<file path="src/rtl/game_pkg.sv">
// Shared types and constants for the game state controller: FSM state codes,
// sprite box size and default frame counts.
package game_pkg;
  typedef logic [2:0] state_t;

  localparam state_t ST_IDLE  = 3'd0;
  localparam state_t ST_PLAY  = 3'd1;
  localparam state_t ST_POWER = 3'd2;
  localparam state_t ST_DYING = 3'd3;
  localparam state_t ST_OVER  = 3'd4;

  localparam int SPRITE_SIZE      = 8;
  localparam int POWER_FRAMES_DEF = 300;
  localparam int DYING_FRAMES_DEF = 60;
  localparam int LIVES_INIT_DEF   = 3;
  localparam int CNT_W            = 16;
endpackage

</file>
<file path="src/rtl/box_overlap.sv">
// Combinational overlap test of two SPRITE_SIZE square boxes given by their
// top-left corners; hit when both axis distances are below the box size.
module box_overlap
  import game_pkg::*;
(
  input  logic [9:0] ax,
  input  logic [9:0] ay,
  input  logic [9:0] bx,
  input  logic [9:0] by,
  output logic       hit
);
  localparam logic signed [10:0] LIM = 11'(SPRITE_SIZE);

  logic signed [10:0] dx;
  logic signed [10:0] dy;

  assign dx  = $signed({1'b0, ax}) - $signed({1'b0, bx});
  assign dy  = $signed({1'b0, ay}) - $signed({1'b0, by});
  assign hit = (dx < LIM) && (dx > -LIM) && (dy < LIM) && (dy > -LIM);
endmodule

</file>
<file path="src/rtl/game_state_ctrl.sv">
// Pacman game FSM: collisions, power mode, deaths and lives, advanced once per frame_tick.
// Outputs are registered on the frame_tick edge; define POWER_BLINK_EN to blink reversal near power end.
module game_state_ctrl
  import game_pkg::*;
#(
  parameter int POWER_FRAMES = POWER_FRAMES_DEF,
  parameter int DYING_FRAMES = DYING_FRAMES_DEF,
  parameter int LIVES_INIT   = LIVES_INIT_DEF
) (
  input  logic            Clk,
  input  logic            Reset_n,
  input  logic            frame_tick,
  input  logic            start,
  input  logic [9:0]      pacmanX,
  input  logic [9:0]      pacmanY,
  input  logic [9:0]      ghost_redX,
  input  logic [9:0]      ghost_redY,
  input  logic [9:0]      ghost_greenX,
  input  logic [9:0]      ghost_greenY,
  input  logic [9:0]      ghost_aquaX,
  input  logic [9:0]      ghost_aquaY,
  input  logic [5:0][9:0] fruit_location,
  output logic            death,
  output logic            reversal,
  output logic            closePacman,
  output logic            first_on,
  output logic            second_on,
  output logic            third_on,
  output logic            respawn,
  output logic [2:0]      ghost_eaten,
  output logic [1:0]      lives
);
  state_t            state_q, state_d;
  logic [1:0]        lives_q, lives_d;
  logic [CNT_W-1:0]  power_cnt_q, power_cnt_d;
  logic [CNT_W-1:0]  dying_cnt_q, dying_cnt_d;
  logic [2:0]        frame_cnt_q, frame_cnt_d;
  logic              close_q, close_d;
  logic [2:0]        fruit_q, fruit_d;
  logic              respawn_q, respawn_d;
  logic [2:0]        eaten_q, eaten_d;

  logic [2:0]        fruit_hit;
  logic [2:0]        ghost_hit;
  logic [2:0]        fruit_eat;

  // fruit_location is packed {X0,Y0,X1,Y1,X2,Y2}, so X0 sits in the top slot
  box_overlap u_fruit0 (.ax(pacmanX), .ay(pacmanY), .bx(fruit_location[5]), .by(fruit_location[4]), .hit(fruit_hit[0]));
  box_overlap u_fruit1 (.ax(pacmanX), .ay(pacmanY), .bx(fruit_location[3]), .by(fruit_location[2]), .hit(fruit_hit[1]));
  box_overlap u_fruit2 (.ax(pacmanX), .ay(pacmanY), .bx(fruit_location[1]), .by(fruit_location[0]), .hit(fruit_hit[2]));
  box_overlap u_red    (.ax(pacmanX), .ay(pacmanY), .bx(ghost_redX),   .by(ghost_redY),   .hit(ghost_hit[0]));
  box_overlap u_green  (.ax(pacmanX), .ay(pacmanY), .bx(ghost_greenX), .by(ghost_greenY), .hit(ghost_hit[1]));
  box_overlap u_aqua   (.ax(pacmanX), .ay(pacmanY), .bx(ghost_aquaX),  .by(ghost_aquaY),  .hit(ghost_hit[2]));

  assign fruit_eat = fruit_hit & fruit_q;

  always_comb begin
    state_d     = state_q;
    lives_d     = lives_q;
    power_cnt_d = power_cnt_q;
    dying_cnt_d = dying_cnt_q;
    frame_cnt_d = frame_cnt_q;
    close_d     = close_q;
    fruit_d     = fruit_q;
    respawn_d   = 1'b0;
    eaten_d     = 3'b000;
    if (frame_tick) begin
      case (state_q)
        ST_IDLE, ST_OVER: begin
          if (start) begin
            state_d     = ST_PLAY;
            fruit_d     = 3'b111;
            lives_d     = 2'(LIVES_INIT);
            frame_cnt_d = 3'd0;
            close_d     = 1'b0;
            power_cnt_d = '0;
            dying_cnt_d = '0;
            respawn_d   = 1'b1;
          end
        end
        ST_PLAY, ST_POWER: begin
          frame_cnt_d = frame_cnt_q + 3'd1;
          if (frame_cnt_q == 3'd7) close_d = ~close_q;
          fruit_d = fruit_q & ~fruit_eat;
          // A fruit taken this frame wins over a ghost contact in the same frame
          if (|fruit_eat) begin
            state_d     = ST_POWER;
            power_cnt_d = CNT_W'(POWER_FRAMES - 1);
            eaten_d     = ghost_hit;
          end else if (state_q == ST_POWER) begin
            eaten_d = ghost_hit;
            if (power_cnt_q == '0) state_d = ST_PLAY;
            else                   power_cnt_d = power_cnt_q - 1'b1;
          end else if (|ghost_hit) begin
            state_d     = ST_DYING;
            lives_d     = (lives_q == 2'd0) ? 2'd0 : lives_q - 2'd1;
            dying_cnt_d = CNT_W'(DYING_FRAMES - 1);
            close_d     = 1'b0;
          end
        end
        ST_DYING: begin
          if (dying_cnt_q == '0) begin
            if (lives_q == 2'd0) begin
              state_d = ST_OVER;
            end else begin
              state_d   = ST_PLAY;
              respawn_d = 1'b1;
            end
          end else begin
            dying_cnt_d = dying_cnt_q - 1'b1;
          end
        end
        default: state_d = ST_IDLE;
      endcase
    end
  end

  always_ff @(posedge Clk or negedge Reset_n) begin
    if (!Reset_n) begin
      state_q     <= ST_IDLE;
      lives_q     <= 2'd0;
      power_cnt_q <= '0;
      dying_cnt_q <= '0;
      frame_cnt_q <= 3'd0;
      close_q     <= 1'b0;
      fruit_q     <= 3'b000;
      respawn_q   <= 1'b0;
      eaten_q     <= 3'b000;
    end else begin
      state_q     <= state_d;
      lives_q     <= lives_d;
      power_cnt_q <= power_cnt_d;
      dying_cnt_q <= dying_cnt_d;
      frame_cnt_q <= frame_cnt_d;
      close_q     <= close_d;
      fruit_q     <= fruit_d;
      respawn_q   <= respawn_d;
      eaten_q     <= eaten_d;
    end
  end

  assign death       = (state_q == ST_OVER);
`ifdef POWER_BLINK_EN
  assign reversal    = (state_q == ST_POWER) && ((power_cnt_q >= CNT_W'(64)) || power_cnt_q[3]);
`else
  assign reversal    = (state_q == ST_POWER);
`endif
  assign closePacman = close_q;
  assign first_on    = fruit_q[0];
  assign second_on   = fruit_q[1];
  assign third_on    = fruit_q[2];
  assign respawn     = respawn_q;
  assign ghost_eaten = eaten_q;
  assign lives       = lives_q;
endmodule

</file>
<file path="config.mk">
export PLATFORM = sky130hd
export DESIGN_NAME = game_state_ctrl
export DESIGN_NICKNAME = d
export VERILOG_FILES = /design/src/rtl/game_pkg.sv /design/src/rtl/box_overlap.sv /design/src/rtl/game_state_ctrl.sv
export SDC_FILE = /design/constraint.sdc
export NUM_CORES = 1
export LEC_CHECK = 0
export BUFFER_PORTS_ARGS = -buffer_cell sky130_fd_sc_hd__buf_2
export CORE_ASPECT_RATIO = 1.2
export CORE_MARGIN = 2
export CORE_UTILIZATION = 45
export CTS_CLUSTER_DIAMETER = 200
export DETAILED_ROUTE_END_ITERATION = 6
export GPL_TIMING_DRIVEN = 0
export PLACE_DENSITY = 0.7
export SLEW_MARGIN = 10
export SYNTH_ARGS = -nofsm -noshare
export SYNTH_HDL_FRONTEND = slang
export SYNTH_SLANG_ARGS = --single-unit
</file>
<file path="constraint.sdc">
create_clock -name Clk -period 3.5 [get_ports Clk]
set_input_delay 0.875 -clock Clk [delete_from_list [all_inputs] [get_ports Clk]]
set_output_delay 0.875 -clock Clk [all_outputs]
set_load 0.01 [all_outputs]
</file>
== Word-level counts from Yosys, hierarchy flattened ==
Index checks and enable logic that the tools add are counted.
W data, S select, Z words.
Storage, ports and cells
  register bits: 48
  latch bits: 0
  bits in writable memories: 0
  bits in read-only memories: 0
  input bits: 144
  memories kept: 0
Operators by class
  add/subtract/negate cells: 16
  $mul: 0
  divide/modulo/power cells: 0
  magnitude comparators: 24
  eq/ne operators: 15
  shift-type cells: 0
  multiplexer cells: 43
  bitwise gates (word level): 4
  reductions and logical operators: 33
Operators by type and width (number)
  $gt A11 B4 Y1 const B: 12
  $lt A11 B5 Y1 const B: 12
  $sub A10 B10 Y11: 12
  $mux W16: 8
  $pmux W16 S3: 1
  $mux W3: 13
  $logic_not A16 Y1: 2
  $pmux W16 S2: 1
  $sub A16 B1 Y16 const B: 2
  $logic_and A1 B1 Y1: 18
  $ne A2 B2 Y1 const B: 6
  $pmux W3 S2: 2
  $mux W2: 5
  $reduce_and A5 Y1: 2
  $mux W1: 9
  $pmux W3 S3: 1
  $ne A4 B4 Y1 const B: 2
  $reduce_and A7 Y1: 1
  $and A3 B3 Y3: 2
  $eq A3 B2 Y1 const B: 2
  $eq A3 B3 Y1 const B: 2
  $ne A3 B3 Y1 const B: 2
  $reduce_and A6 Y1: 1
  $reduce_or A3 Y1: 2
  other kinds (13): 15

== Logic depth before layout (Yosys ltp) ==
Gate-level depths: netlist (run 1).
  depth after elaboration: 10
  depth in mapped cells: 16
  mapped depth without buffers: 15

== Cells and area by module ==
Synthesis (run 1) repeated with hierarchy kept, for this count alone.
Unflattened totals
  cell total of the unflattened synthesis: 1140
  area, all modules: 8692.1 um2
Modules (own cells, without submodules)
  box_overlap at u_fruit0 ...: instances 4, cells each 135, area an instance 975.9 um2
  game_state_ctrl: instances 1, cells each 316, area an instance 2705.1 um2
  box_overlap at u_aqua: instances 1, cells each 144, area an instance 1051.0 um2
  box_overlap at u_fruit2: instances 1, cells each 140, area an instance 1032.2 um2

== Worst setup path after synthesis (run 1) ==
Ideal clock, no wire load.
  path type: input port to flip-flop
  start: input port pacmanX[0]
  end: register state_q[2]
  library setup time: 0.128 ns
  arrival time: 3.988 ns
  setup slack: -0.615 ns
  stages: 15
  buffers on the path: 0
  cell sequence: inv_1 -> ha_1 -> inv_1 -> fa_1 -> a211oi_1 -> o21bai_1 -> a21oi_1 -> xor2_1 -> or4_1 -> o311ai_1 -> nand2_1 -> o311ai_2 -> nor2_1 -> o31a_1 -> mux2_1
Between the ends
  word-level cells in the longest chain between the ends: 9
RTL lines
  from (decl): RTL line game_state_ctrl.sv:14  | input logic [9:0] pacmanX,
  $sub A10 B10 Y11: RTL line box_overlap.sv:17  | assign dx = $signed({1'b0, ax}) - $signed({1'b0, bx});
  $lt A11 B5 Y1 / $gt A11 B4 Y1 (equally long branches): RTL line box_overlap.sv:19  | assign hit = (dx < LIM) && (dx > -LIM) && (dy < LIM) && (dy > -LIM);
  $logic_and A1 B1 Y1 (3 in a row): RTL line box_overlap.sv:19
  $and A3 B3 Y3: RTL line game_state_ctrl.sv:55  | assign fruit_eat = fruit_hit & fruit_q;
  $reduce_or A3 Y1: RTL line game_state_ctrl.sv:86  | if (|fruit_eat) begin
  $ne A4 B4 Y1 (no source line) / $mux W3 (equally long branches)
  $reduce_and A5 Y1 (no source line) / $pmux W3 S3 (equally long branches)
  to (signal assigned): RTL line game_state_ctrl.sv:130  | state_q <= state_d;
  to (decl): RTL line game_state_ctrl.sv:33  | state_t state_q, state_d;
Several ways; a longest one is shown, not always the timed one.
A chain may end at the register's enable or synchronous reset.

== Final worst setup path (run 1) ==
  start: input port pacmanY[0]
  end: register dying_cnt_q[12]
Between the ends
  word-level cells in the longest chain between the ends: 8
RTL lines
  from (decl): RTL line game_state_ctrl.sv:15  | input logic [9:0] pacmanY,
  $sub A10 B10 Y11: RTL line box_overlap.sv:18  | assign dy = $signed({1'b0, ay}) - $signed({1'b0, by});
  $lt A11 B5 Y1: RTL line box_overlap.sv:19
  $logic_and A1 B1 Y1 (2 in a row): RTL line box_overlap.sv:19
  $and A3 B3 Y3: RTL line game_state_ctrl.sv:55
  $reduce_or A3 Y1: RTL line game_state_ctrl.sv:86
  $ne A2 B2 Y1 (no source line)
  $reduce_and A7 Y1 (no source line) *
  to (signal assigned): RTL line game_state_ctrl.sv:133  | dying_cnt_q <= dying_cnt_d;
  to (decl): RTL line game_state_ctrl.sv:36  | logic [CNT_W-1:0] dying_cnt_q, dying_cnt_d;
Mark *: on every way between the ends. The rest lies on a longest branch, timed or not.

==> impl_metrics.py, run 1 <==
metrics = {
    "power_and_ir_drop": {
        "total_leakage_power_nw": 5.195,
        "powerDensity_nw_per_um2": 259.4,
        "ir_drop_mv": 0.3375,
    },
    "floorplan": {
        "fp.dieH_um": 159.4,
        "io_pins": 156,
        "die_w_um": 133.5,
        "coreArea_sq_um": 19620,
        "num_rows": 56,
        "die_area_sq_um": 21270,
        "initial_core_util_pct": 46.14,
    },
    "clock_network": {
        "clock_path_buffers": 2,
        "path_clk_slew_ns": 0.06,
        "clkSinkCount": 48,
        "cts_tree": "done",
        "cts_root_buf": "clkbuf_16",
        "cts_buffers": 5,
        "htreeDepth": 2,
        "clk_latency_ns": 0.29,
    },
    "setup_path": {
        "crit_required_ns": 3.67,
        "r2r_slack_ns": 0.15,
        "arrival_ns": 4.35,
        "reg2reg_to": "power_cnt_q[12]$_DFFE_PN0P_",
        "crit_fanout": 5,
        "crit_start": "pacmanY[0]",
        "crit_end": "dying_cnt_q[12]$_DFFE_PN0P_",
        "r2r-start": "power_cnt_q[0]$_DFFE_PN0P_",
        "start_kind": "input port",
        "reg2regPathDepth": 13,
        "critPathKind": "in -> reg",
        "slowest_stage": "o41a_1",
        "slowest_delay_ns": 0.50,
        "crit_chain": "buf_6 -> clkinvlp_4 -> ha_2 -> inv_1 -> fa_2 -> a21o_1 -> a31oi_1 -> o21bai_1 -> o31ai_2 -> mux2_4 -> o2111ai_1 -> o41a_1 -> o311ai_4 -> buf_4 -> nand2b_4 -> a21oi_4 -> buf_12 -> buf_8 -> a31oi_4",
        "end_kind": "flip-flop",
    },
    "synthesis": {
        "synth.top_cell.area_share_pct": 17.28,
        "async_flop_share_pct": 100.0,
        "synth_edf_count": 0,
        "syn_inst": 1206,
        "synth_seq_area_share_pct": 13.27,
        "yosys_warnings": 0,
        "synth_largest_area_cell": "ha_1",
        "yosysUniqueCellTypes": 89,
        "synth_flop_cell": "dfrtp_1",
        "synth_seq_cells": 48,
        "syn_nets": 1487,
        "avgSynthCellArea_sq_um": 7.505,
        "netlist_area_sq_um": 9051,
        "synth.area.top_cells": "ha_1 (17%), dfrtp_1 (13%), inv_1 (6.6%), nor2_1 (4.4%), a21oi_1 (3.9%)",
    },
    "sta": {
        "slew_violations": 0,
        "tightestPinTransition_ns": 1.065,
        "rsz0062_at_grt": "yes",
        "hold_slack_ns": 0.4881,
        "max_slew_margin_pct": 28.98,
        "fin_skew_ns": 0.004270,
        "fmax_mhz": 239.3,
        "period_minus_slack_ns": 4.178,
        "hold_violations": 0,
        "fin_crit_sh_pct": 119.4,
        "setup_viol": 42,
        "setup_ws_ns": -0.6781,
    },
    "cells_and_area": {
        "finalInstanceArea_sq_um": 10960,
        "drive_above_1_share_pct": 19.77,
        "nNetsFinal": 1677,
        "syn2layout_area_growth_pct": 21.04,
    },
    "global_route": {
        "grt_max_degree": 49,
        "antenna_found_initial": 3,
        "grt_usage_pct": 22.47,
        "grt_pass1_wl_mm": 40.75,
        "grt_pass1_vias": 9188,
        "grt_remaining_overflow": 0,
    },
    "drt": {
        "via_count": 9439,
        "via_per_inst": 5.693,
        "drc": 0,
        "drt-total-wl_mm": 24.69,
        "drt_iter0_drc": 427,
        "first_pass_iters": 5,
        "ant_nets": 0,
        "routedWlPerCell_um": 14.89,
    },
    "placement": {
        "pre_cts_ws_ns": -1.319,
        "gp_congestion": 0.9045,
        "io_buffer_count": 155,
        "placed_area_sq_um": 10240,
        "place_hpwl_mm": 19.48,
    },
    "worst_hold_path": {
        "min_path_type": "reg -> reg",
    },
    "flow_run": {
        "drv_cap": 0,
    },
    "run_status": {
        "violations": "negative setup slack",
        "status": "complete, but fails checks",
    },
}
## cells by family (layout without fill, tap and decap cells)
kind of cell | after synthesis | count (layout) | synth area share (%)
buf+inv | 172 | 361 | 7.327
other cells | 0 | 1 | 0
compound gates | 351 | 352 | 26.98
simple gates | 415 | 415 | 24.21
fa+ha+maj | 138 | 138 | 20.04
flops | 48 | 48 | 13.27
xor+xnor | 68 | 68 | 6.580
mux | 14 | 14 | 1.590
## flip-flops by register name, summed over array words and instances (netlist names)
name,count
respawn,1
frame_cnt_q,3
closePacman,1
dying_cnt_q,16
state_q,3
power_cnt_q,16
fruit_q,3
ghost_eaten,3
lives,2
## timing repair
item	CTS	global route
hold buffers	0	0
setup buffers	17	7
gates cloned	4	0
pin swaps	35	22
setup endpoints to repair	44	44
gates resized for setup	42	26
## placed cells by master, fill, tap and decap left out, types with 15 or more instances in the layout
master and instances:
buf_2 154, inv_1 157, nand2_1 63, nand4_1 22, nor2b_1 16, o21ai_1 15, o21a_1 25, a21oi_1 67
ha_1 122, nand2b_1 32, o21ai_0 58, nand3_1 26, a31oi_1 25, dfrtp_1 48, nor4_1 16, nor3_1 40
a21o_1 19, nor2_1 101, buf_4 17, xnor2_1 29, xor2_1 39
## power breakdown
part / switching [mW] / total (mW) / internal [mW]
Clock: 0.198 / 0.458 / 0.260
Combinational: 0.913 / 1.63 / 0.721
Sequential: 0.100 / 0.749 / 0.649
## stage by stage
stage | TNS, ns | util [%] | std cells | total power [mW]
after floorplan | -14.87 | - | 1206 | 1.896
after global placement | -49.89 | 52.19 | 1622 | 2.240
after detailed placement | -51.58 | 52.19 | 1622 | 2.283
after CTS | -22.95 | 54.79 | 1650 | 2.796
after global routing | -29.97 | 55.83 | 1657 | 3.087
final | -24.00 | 55.84 | 1658 | 2.841
## critical path, delay by kind of cell
family | cells | cell delay, ns
AO/OA/AOI/OAI | 9 | 1.97
buffers and inverters | 6 | 0.70
adder cells (fa/ha/maj) | 2 | 0.52
multiplexers | 1 | 0.20
AND/OR/NAND/NOR | 1 | 0.06
## final cells by class
type,instances,area [sq um]
Timing Repair Buffer,182,1071
Sequential cell,48,1201
Clock inverter,1,5.005
Multi-Input combinational cell,987,7536
Tap cell,261,326.6
Inverter,160,608.1
Clock buffer,6,128.9
Buffer,12,76.32
Antenna cell,1,2.502
Fill cell,1882,8663
## worst min path at each step
stage / startpoint / to / slack [ns] / depth (start not counted)
2_1_floorplan: power_cnt_q[8]$_DFFE_PN0P_ / power_cnt_q[8]$_DFFE_PN0P_ / 0.46 / 1
3_3_place_gp: dying_cnt_q[14]$_DFFE_PN0P_ / dying_cnt_q[14]$_DFFE_PN0P_ / 0.47 / 2
3_5_place_dp: dying_cnt_q[14]$_DFFE_PN0P_ / dying_cnt_q[14]$_DFFE_PN0P_ / 0.48 / 2
4_1_cts: power_cnt_q[9]$_DFFE_PN0P_ / power_cnt_q[9]$_DFFE_PN0P_ / 0.49 / 1
5_1_grt: power_cnt_q[9]$_DFFE_PN0P_ / power_cnt_q[9]$_DFFE_PN0P_ / 0.52 / 1
6_report: power_cnt_q[9]$_DFFE_PN0P_ / power_cnt_q[9]$_DFFE_PN0P_ / 0.49 / 1
## cells in the mapped netlist (all sizes together) (19+ instances only)
| cell | count |
|---|---|
| nor4 | 20 |
| nor3 | 42 |
| ha | 125 |
| o21a | 25 |
| dfrtp | 48 |
| nor2 | 105 |
| xnor2 | 29 |
| a31oi | 28 |
| nand2 | 63 |
| inv | 160 |
| o21ai | 82 |
| nand2b | 34 |
| a21o | 19 |
| a21oi | 73 |
| nand4 | 22 |
| nand3 | 26 |
| xor2 | 39 |
## layer usage
metal	track usage (%)	vias to the layer above	wire length (um)
met3	2.611	59	1100
met5	0	-	21
met1	27.25	4360	10670
met2	41.33	237	12240
li1	-	4779	-
met4	6.576	4	668
(Power assumes the default switching activity.)
==> run 2: changes to the inputs <==
==> constraint.sdc (replaced) <==
create_clock -name Clk -period 3.5 [get_ports Clk]
set_input_delay 0.175 -clock Clk [delete_from_list [all_inputs] [get_ports Clk]]
set_output_delay 0.175 -clock Clk [all_outputs]
set_load 0.01 [all_outputs]
==> impl_metrics.py, run 2 (same netlist as run 1, synthesis figures left out) <==
metrics = {
    "run_status": {
        "status": "complete, no violations",
    },
    "sta": {
        "max_slew_margin_pct": 25.11,
        "fin_skew_ns": 0.006986,
        "fmax_mhz": 286.0,
        "hold_violations": 0,
        "hold_slack_ns": 0.1697,
        "tightestPinTransition_ns": 1.121,
        "fin_crit_sh_pct": 99.91,
        "rsz0062_at_grt": "yes",
        "slew_violations": 0,
        "setup_ws_ns": 0.002999,
        "period_minus_slack_ns": 3.497,
        "setup_viol": 0,
    },
    "cells_and_area": {
        "drive_above_1_share_pct": 20.23,
        "antenna_cells": 0,
        "layout_commonest_cell": "inv_1",
        "fill_cells": 1886,
        "syn2layout_area_growth_pct": 21.00,
        "top_regs": "dying_cnt_q (16), power_cnt_q (16)",
        "final_util_pct": 55.82,
        "layout_common_cells": "inv_1 (155), buf_2 (153), ha_1 (122), nor2_1 (104), a21oi_1 (68)",
        "nNetsFinal": 1674,
    },
    "drt": {
        "ant_nets": 0,
        "drc": 0,
        "via_count": 9249,
        "drt_iter0_drc": 531,
        "routedWlPerCell_um": 14.77,
        "first_pass_iters": 5,
        "drt-total-wl_mm": 24.44,
        "via_per_inst": 5.589,
    },
    "setup_path": {
        "arrival_ns": 3.67,
        "end_kind": "flip-flop",
        "crit_start": "pacmanY[0]",
        "crit_fanout": 5,
        "critPathKind": "in -> reg",
        "start_kind": "input port",
        "crit_required_ns": 3.67,
        "r2r-start": "power_cnt_q[0]$_DFFE_PN0P_",
    },
    "floorplan": {
        "coreArea_sq_um": 19620,
        "io_pins": 156,
        "fp.dieH_um": 159.4,
        "num_rows": 56,
        "die_area_sq_um": 21270,
        "die_w_um": 133.5,
        "initial_core_util_pct": 46.14,
    },
    "clock_network": {
        "clock_path_buffers": 2,
        "clkSinkCount": 48,
        "path_clk_slew_ns": 0.06,
        "htreeDepth": 2,
        "cts_buffers": 5,
        "cts_root_buf": "clkbuf_16",
        "cts_tree": "done",
        "clk_latency_ns": 0.29,
    },
    "power_and_ir_drop": {
        "seqPwrFrac_pct": 25.9,
        "ir_drop_mv": 0.2041,
        "comb_power_share_pct": 57.0,
        "p_sw_share_pct": 42.13,
        "powerDensity_nw_per_um2": 261.1,
        "internal-power_mw": 1.654,
        "p_sw_mw": 1.205,
        "clkPwrFrac_pct": 17.0,
        "total_leakage_power_nw": 5.238,
    },
    "placement": {
        "pre_cts_ws_ns": -0.9991,
        "io_buffer_count": 155,
        "gp_congestion": 0.8812,
        "place_hpwl_mm": 19.03,
    },
    "worst_hold_path": {
        "hp-start": "start",
        "min_path_type": "in -> reg",
    },
    "global_route": {
        "antenna_found_initial": 2,
        "grt_max_degree": 49,
        "grt_pass1_wl_mm": 39.84,
        "grt_pass1_vias": 8645,
        "grt_usage_pct": 22.10,
        "grt_remaining_overflow": 0,
    },
    "flow_run": {
        "drv_cap": 0,
    },
}
## run 2: changes by cell type in the layout (fill, tap and decap cells not counted), moves of 3 or more
cell,delta
or4_1,-3
or4_4,+3
buf_4,+3
buf_8,-3
nor2_1,+3
## run 2: layout make-up
type	instances	area [sq um]	area share, %
multi-input cells	986	7570	69.12
well taps	261	326.6	2.982
clock buffers	8	146.4	1.337
plain buffers	12	77.57	0.7083
repair buffers	180	1022	9.334
flip-flops and latches	48	1201	10.97
inverters	160	608.1	5.552
## run 2: worst paths after layout
kind / endpoint / slack, ns / cells after the start
max in group asynchronous: fruit_q[2]$_DFFE_PN0P_ / 2.63 / 2
min in group asynchronous: dying_cnt_q[6]$_DFFE_PN0P_ / 0.46 / 2
hold reg to reg: power_cnt_q[10]$_DFFE_PN0P_ / 0.49 / 1
setup reg to reg: power_cnt_q[2]$_DFFE_PN0P_ / 0.13 / 13
hold / removal: respawn$_DFF_PN0_ / 0.17 / 3
setup / recovery: dying_cnt_q[9]$_DFFE_PN0P_ / 0.003 / 19
## run 2: worst max-delay path, stage by stage
cell and delay [ns]:
buf_6 0.09, clkinvlp_4 0.11, buf_6 0.14, ha_4 0.14, inv_2 0.03, fa_2 0.33
a21o_1 0.18, a31oi_1 0.18, o21bai_2 0.09, o31ai_2 0.23, mux2_4 0.20, o2111ai_2 0.10
o41a_1 0.48, o311ai_4 0.40, buf_4 0.19, nand2b_4 0.07, a21oi_4 0.26, clkbuf_16 0.21
o21ai_2 0.05
## run 2: repair_timing
item | 4_1_cts | 5_1_grt
resized for setup | 22 | 67
hold buffers | 0 | 1
pin swaps | 8 | 40
setup endpoints to repair | 41 | 39
cloned | 0 | 2
endpoints found under the hold margin | 0 | 48
buffers inserted | 9 | 13
## run 2: layer usage
metal	part of all wire, %	track usage, %	vias to the layer above
met4	0.79	3.627	4
met5	0.11	0	-
met1	45	28.12	4234
met3	4.2	2.420	19
met2	50	40.56	219
li1	-	-	4773
## run 2: power groups by stage
stage / Combinational [mW] / Sequential, mW / Clock, mW
global route: 1.85 / 0.760 / 0.520
detailed placement: 1.51 / 0.750 / 0
global placement: 1.48 / 0.748 / 0
CTS: 1.55 / 0.741 / 0.495
finish: 1.63 / 0.742 / 0.487
floorplan: 1.15 / 0.733 / 0
## run 2: per-stage QoR
| stage | total power [mW] | cells | TNS (ns) | area (sq um) |
|---|---|---|---|---|
| after floorplan | 1.884 | 1206 | 0 | 9051 |
| after global placement | 2.227 | 1622 | -24.53 | 10150 |
| after detailed placement | 2.263 | 1622 | -25.32 | 10150 |
| after CTS | 2.781 | 1639 | -0.0005596 | 10510 |
| after global routing | 3.132 | 1655 | -1.747 | 10950 |
| final | 2.859 | 1655 | 0 | 10950 |
